`src/rtl/uncached_axi_bridge.sv`:
```
// uncached_axi_bridge
//   Converts one uncached SRAM-like request from the MEM stage
//   (data_req/data_addr_ok/data_data_ok) into a single-beat AXI3 read or write.
//   Only one transaction is in flight; MEM stalls until data_data_ok.
// Ports:
//   clk, rst          clock and asynchronous active-high reset
//   data_*            SRAM-like slave port from MEM
//   ar*/r*            AXI read address / read data channels (master side)
//   aw*/w*/b*         AXI write address / data / response channels (master side)
//   state_dbg         current FSM state for the debug bus
module uncached_axi_bridge #(
    parameter logic [3:0] AXI_ID    = 4'd1,
    parameter bit         PHYS_MASK = 1'b1
) (
    input  logic        clk,
    input  logic        rst,
    input  logic        data_req,
    input  logic        data_wr,
    input  logic [1:0]  data_size,
    input  logic [31:0] data_addr,
    input  logic [31:0] data_wdata,
    output logic [31:0] data_rdata,
    output logic        data_addr_ok,
    output logic        data_data_ok,
    output logic [3:0]  arid,
    output logic [31:0] araddr,
    output logic [3:0]  arlen,
    output logic [2:0]  arsize,
    output logic [1:0]  arburst,
    output logic [1:0]  arlock,
    output logic [3:0]  arcache,
    output logic [2:0]  arprot,
    output logic        arvalid,
    input  logic        arready,
    input  logic [3:0]  rid,
    input  logic [31:0] rdata,
    input  logic [1:0]  rresp,
    input  logic        rlast,
    input  logic        rvalid,
    output logic        rready,
    output logic [3:0]  awid,
    output logic [31:0] awaddr,
    output logic [3:0]  awlen,
    output logic [2:0]  awsize,
    output logic [1:0]  awburst,
    output logic [1:0]  awlock,
    output logic [3:0]  awcache,
    output logic [2:0]  awprot,
    output logic        awvalid,
    input  logic        awready,
    output logic [3:0]  wid,
    output logic [31:0] wdata,
    output logic [3:0]  wstrb,
    output logic        wlast,
    output logic        wvalid,
    input  logic        wready,
    input  logic [3:0]  bid,
    input  logic [1:0]  bresp,
    input  logic        bvalid,
    output logic        bready,
    output logic [2:0]  state_dbg
);

    localparam logic [2:0] IDLE    = 3'd0;
    localparam logic [2:0] RD_ADDR = 3'd1;
    localparam logic [2:0] RD_DATA = 3'd2;
    localparam logic [2:0] WR      = 3'd3;
    localparam logic [2:0] WR_RESP = 3'd4;
    localparam logic [2:0] DONE    = 3'd5;

    logic [2:0]  state_q,   state_d;
    logic [31:0] addr_q,    addr_d;
    logic [1:0]  size_q,    size_d;
    logic [31:0] wdata_q,   wdata_d;
    logic [3:0]  wstrb_q,   wstrb_d;
    logic [31:0] rdata_q,   rdata_d;
    logic        arvalid_q, arvalid_d;
    logic        rready_q,  rready_d;
    logic        awvalid_q, awvalid_d;
    logic        wvalid_q,  wvalid_d;
    logic        bready_q,  bready_d;
    logic        aw_done_q, aw_done_d;
    logic        w_done_q,  w_done_d;

    logic [31:0] phys_addr;
    logic [3:0]  strb_base;
    logic [3:0]  strb_shifted;
    logic [2:0]  axsize;

    // Response fields are not used: errors are not reported to MEM.
    logic unused_resp;
    assign unused_resp = ^{rid, rresp, rlast, bid, bresp};

    assign phys_addr = PHYS_MASK ? {3'b000, data_addr[28:0]} : data_addr;

    always_comb begin
        case (data_size)
            2'd0:    strb_base = 4'b0001;
            2'd1:    strb_base = 4'b0011;
            default: strb_base = 4'b1111;
        endcase
    end

    // Upper lanes shifted past bit 3 are dropped; MEM guarantees alignment.
    assign strb_shifted = strb_base << data_addr[1:0];

    assign axsize = {1'b0, (size_q == 2'd3) ? 2'b10 : size_q};

    always_comb begin
        state_d   = state_q;
        addr_d    = addr_q;
        size_d    = size_q;
        wdata_d   = wdata_q;
        wstrb_d   = wstrb_q;
        rdata_d   = rdata_q;
        arvalid_d = arvalid_q;
        rready_d  = rready_q;
        awvalid_d = awvalid_q;
        wvalid_d  = wvalid_q;
        bready_d  = bready_q;
        aw_done_d = aw_done_q;
        w_done_d  = w_done_q;
        case (state_q)
            IDLE: begin
                if (data_req) begin
                    addr_d  = phys_addr;
                    size_d  = data_size;
                    wdata_d = data_wdata;
                    wstrb_d = strb_shifted;
                    if (data_wr) begin
                        state_d   = WR;
                        awvalid_d = 1'b1;
                        wvalid_d  = 1'b1;
                        aw_done_d = 1'b0;
                        w_done_d  = 1'b0;
                    end else begin
                        state_d   = RD_ADDR;
                        arvalid_d = 1'b1;
                    end
                end
            end
            RD_ADDR: begin
                if (arready) begin
                    arvalid_d = 1'b0;
                    rready_d  = 1'b1;
                    state_d   = RD_DATA;
                end
            end
            RD_DATA: begin
                if (rvalid) begin
                    rready_d = 1'b0;
                    rdata_d  = rdata;
                    state_d  = DONE;
                end
            end
            WR: begin
                // AW and W complete independently; leave once both flags are set,
                // including the case where both handshakes land together.
                if (awvalid_q && awready) begin
                    awvalid_d = 1'b0;
                    aw_done_d = 1'b1;
                end
                if (wvalid_q && wready) begin
                    wvalid_d = 1'b0;
                    w_done_d = 1'b1;
                end
                if (aw_done_d && w_done_d) begin
                    bready_d = 1'b1;
                    state_d  = WR_RESP;
                end
            end
            WR_RESP: begin
                if (bvalid) begin
                    bready_d = 1'b0;
                    state_d  = DONE;
                end
            end
            DONE:    state_d = IDLE;
            default: state_d = IDLE;
        endcase
    end

    always_ff @(posedge clk or posedge rst) begin
        if (rst) begin
            state_q   <= IDLE;
            addr_q    <= '0;
            size_q    <= '0;
            wdata_q   <= '0;
            wstrb_q   <= '0;
            rdata_q   <= '0;
            arvalid_q <= 1'b0;
            rready_q  <= 1'b0;
            awvalid_q <= 1'b0;
            wvalid_q  <= 1'b0;
            bready_q  <= 1'b0;
            aw_done_q <= 1'b0;
            w_done_q  <= 1'b0;
        end else begin
            state_q   <= state_d;
            addr_q    <= addr_d;
            size_q    <= size_d;
            wdata_q   <= wdata_d;
            wstrb_q   <= wstrb_d;
            rdata_q   <= rdata_d;
            arvalid_q <= arvalid_d;
            rready_q  <= rready_d;
            awvalid_q <= awvalid_d;
            wvalid_q  <= wvalid_d;
            bready_q  <= bready_d;
            aw_done_q <= aw_done_d;
            w_done_q  <= w_done_d;
        end
    end

    assign data_addr_ok = data_req && (state_q == IDLE);
    assign data_data_ok = (state_q == DONE);
    assign data_rdata   = rdata_q;
    assign state_dbg    = state_q;

    assign arid    = AXI_ID;
    assign araddr  = addr_q;
    assign arlen   = 4'd0;
    assign arsize  = axsize;
    assign arburst = 2'b01;
    assign arlock  = 2'b00;
    assign arcache = 4'd0;
    assign arprot  = 3'd0;
    assign arvalid = arvalid_q;
    assign rready  = rready_q;

    assign awid    = AXI_ID;
    assign awaddr  = addr_q;
    assign awlen   = 4'd0;
    assign awsize  = axsize;
    assign awburst = 2'b01;
    assign awlock  = 2'b00;
    assign awcache = 4'd0;
    assign awprot  = 3'd0;
    assign awvalid = awvalid_q;

    assign wid     = AXI_ID;
    assign wdata   = wdata_q;
    assign wstrb   = wstrb_q;
    assign wlast   = wvalid_q;
    assign wvalid  = wvalid_q;
    assign bready  = bready_q;

endmodule

```
`config.mk`:
```
export PLATFORM = sky130hd
export DESIGN_NAME = uncached_axi_bridge
export DESIGN_NICKNAME = d
export VERILOG_FILES = /design/src/rtl/uncached_axi_bridge.sv
export SDC_FILE = /design/constraint.sdc
export NUM_CORES = 1
export LEC_CHECK = 0
export BUFFER_PORTS_ARGS = -buffer_cell sky130_fd_sc_hd__buf_4
export CORE_MARGIN = 1.5
export CORE_UTILIZATION = 35
export CTS_CLUSTER_SIZE = 40
export DETAILED_ROUTE_END_ITERATION = 16
export GPL_ROUTABILITY_DRIVEN = 0
export PLACE_DENSITY = 0.68
export SETUP_SLACK_MARGIN = 0.05
export SYNTH_ARGS = -nofsm -noshare
export SYNTH_HDL_FRONTEND = slang
export SYNTH_SLANG_ARGS = --single-unit
```
`constraint.sdc`:
```
create_clock -name clk -period 3.9 [get_ports clk]
set_clock_uncertainty 0.05 [all_clocks]
set_input_delay 0.195 -clock clk [delete_from_list [all_inputs] [get_ports clk]]
set_output_delay 0.195 -clock clk [all_outputs]
set_load 0.02 [all_outputs]
```
==> results.yml <==
status:
  status: "finished, final reports clean"
critical_path:
  worstPathRequired_ns: 3.65
  startpoint_type: "flip-flop"
  cp_cell_sequence: "or4b_2 -> clkinv_2 -> buf_4"
  r2r_cells: 4
  cp_num_cells: 3
  r2r-end: "wlast"
  crit_buf_inv: 2
  worstPathArrival_ns: 2.58
  crit_path_max_incr_delay_ns: 0.76
  regToRegStartpoint: "state_dbg[0]"
  worst-path-max-fanout: 68
  setup.worst_path.end: "data_addr_ok"
  ff2ff_setup_slack_ns: 1.52
  cp-startpoint: "state_dbg[0]"
  crit_family: "buffers and inverters"
  worst_setup_path_end_kind: "primary output"
  worstSetupPathType: "reg2out"
  crit_path_top_delay_cell: "or4b_2"
floorplan:
  coreArea_um2: 13800
  initial_core_util: 0.356
  dieHeight_um: 121
  die-width_um: 121
  ios: 311
  die_area_um2: 14700
  row_count: 43
clock_tree:
  ctsLongestPathBuffers: 2
  cts_resized: 0
  cts.sinks: 109
  clk_latency_ns: 0.34
  cts_root_buffer: "clkbuf_16"
  clk_pin_slew_ns: 0.07
  cts_inserted_buffers: 9
  cts_tree: "yes"
  cts-htree-levels: 3
global_route:
  antenna_found_initial: 0
  grt_use_total: 0.164
  grt_pass1_vias: 3916
  grt_max_degree: 72
  gr-total-overflow: 0
  grt_first_pass_wirelength_um: 19200
timing:
  setup_violations: 0
  max_slew_margin: 0.384
  period_share: 0.725
  report.final.slew_viol_count: 0
  tightest_slew_ns: 0.923
  max_freq_mhz: 353
  min_period_ns: 2.83
  timing.setup.tns_ns: 0
  hold_viol: 0
  rsz0062_at_grt: "false"
yosys:
  async_flop_share: 1.00
  yosys.cell_types.count: 36
  ys_seq_area_frac: 0.556
  synthCells: 497
  synth_edf_count: 0
  ys.flop_type: "dfrtp_1"
  synth_area_um2: 4910
  yosys_register_bits: 109
  yosys_warnings: 0
  synth.avg_cell_area_um2: 9.87
route:
  drt_iter0_drc: 105
  viasPerCell: 4.34
  drt_wl_total_um: 12400
  postRouteAntennaNets: 0
  vias: 4097
  wl_per_cell_um: 13.1
  first_pass_iters: 4
  drc: 0
pwr:
  vdd_drop_max_mv: 0.354
  power_density_nw_per_um2: 825
  leakage_nw: 3.91
worst_hold_path:
  hold_class: "in2reg"
cells_and_area:
  areaGrowthSynthToFinish_pct: 49.6
  layout-drive-gt1-share: 0.397
  nNetsFinal: 879
  multi_input_area_um2: 1610
  n_fill_cell: 1226
  final-seq-area_um2: 2730
  antennaDiodeCount: 0
  fin_area_um2: 7340
placed_design:
  io_buffers: 244
  placedInstanceArea_um2: 6450
  dp_hpwl_um: 8520
flow_run:
  drv_cap: 0
-- tightest hold or removal path: stages --
cell and delay (ns):
buf_4 0.07, nand2_1 0.04, nand2_1 0.06
-- flip-flops by register name, indices dropped and copies added, names as in the netlist, 2 cells and up --
register,cells
wdata,32
state_dbg,3
araddr,29
wstrb,4
size_q,2
data_rdata,32
-- final cells by class --
type / instances / area share
multi-input combinational: 326 / 0.219
clock inverter: 4 / 0.00648
timing repair buffer: 307 / 0.334
inverter: 6 / 0.00358
tap: 180 / 0.0307
sequential: 109 / 0.372
clock buffer: 11 / 0.0344
-- timing repair --
item / in CTS / in global routing
hold buffers: 59 / 0
setup buffers: 0 / 0
hold endpoints to repair: 83 / 0
-- kinds of logic (layout without fill, tap and decap cells) --
kind of cell,count (synthesis),in the layout,share of synthesized area
other,2,50,0.00153
muxes,33,33,0.0755
AOI/OAI and AO/OA,30,30,0.0388
buffers and inverters,110,328,0.154
DFF,109,109,0.556
and+or+nand+nor,213,213,0.174
-- per-layer routing --
layer / vias to the layer above / part of all wire / global-route usage
met5: - / 0 / 0
met4: 0 / 0.026 / 0.0713
met3: 26 / 0.076 / 0.0395
met2: 183 / 0.50 / 0.281
met1: 1929 / 0.39 / 0.194
li1: 1959 / - / -
-- worst min-delay path by stage --
stage	from	endpoint	slack, ns	cells past startpoint
2_1_floorplan	awready	awvalid	0.23	1
3_3_place_gp	rst	wdata[6]	0.14	2
3_5_place_dp	rst	wdata[6]	0.14	2
4_1_cts	data_addr[27]	araddr[27]	0.005	3
5_1_grt	data_addr[16]	araddr[16]	0.02	3
6_report	data_wdata[9]	wdata[9]	0.02	3
-- placed cells by master, fill, tap and decap left out, types with 2 or more instances in the layout --
master and count:
inv_1 4, nor2b_1 2, clkinv_2 3, mux2_2 32
a211oi_1 2, conb_1 50, clkbuf_8 2, a31oi_1 4
clkbuf_16 9, dlygate4sd3_1 59, o31ai_1 2, o21ai_0 5
buf_4 248, a21oi_1 10, nand2_1 193, nor3_1 2
nand3b_1 2, nor2_1 3, or2_2 2, dfrtp_1 109
-- where the power goes --
group / internal (W) / switching [W]
Combinational: 0.00135 / 0.00173
Clock: 0.000527 / 0.000388
Sequential: 0.00167 / 0.000391
-- synthesized netlist by cell type (2+ instances only) --
master / number / area [um^2]
nand3b_1: 2 / 15.0
mux2_2: 32 / 360
inv_1: 5 / 18.8
o31ai_1: 2 / 15.0
a31oi_1: 4 / 25.0
clkbuf_1: 10 / 37.5
o21ai_0: 5 / 25.0
buf_4: 82 / 616
a211oi_1: 2 / 15.0
nor2b_1: 2 / 12.5
buf_6: 3 / 33.8
nor2_1: 4 / 15.0
dfrtp_1: 109 / 2730
nand2_1: 193 / 724
conb_1: 2 / 7.51
buf_2: 9 / 45.0
or2_2: 2 / 12.5
nor3_1: 2 / 10.0
a21oi_1: 10 / 50.1
-- per-stage QoR --
step | cells | setup slack (ns) | power (W) | hold slack (ns) | util
floorplan | 545 | 0.781 | 0.00398 | 0.231 | -
global placement | 869 | 1.45 | 0.00506 | 0.139 | 0.468
detailed placement | 869 | 1.42 | 0.00513 | 0.139 | 0.468
CTS | 943 | 1.03 | 0.00611 | 0.00529 | 0.533
global route | 943 | 0.913 | 0.00644 | 0.0213 | 0.533
finish | 943 | 1.07 | 0.00605 | 0.0181 | 0.533
Power figures use the tool's default switching activity.
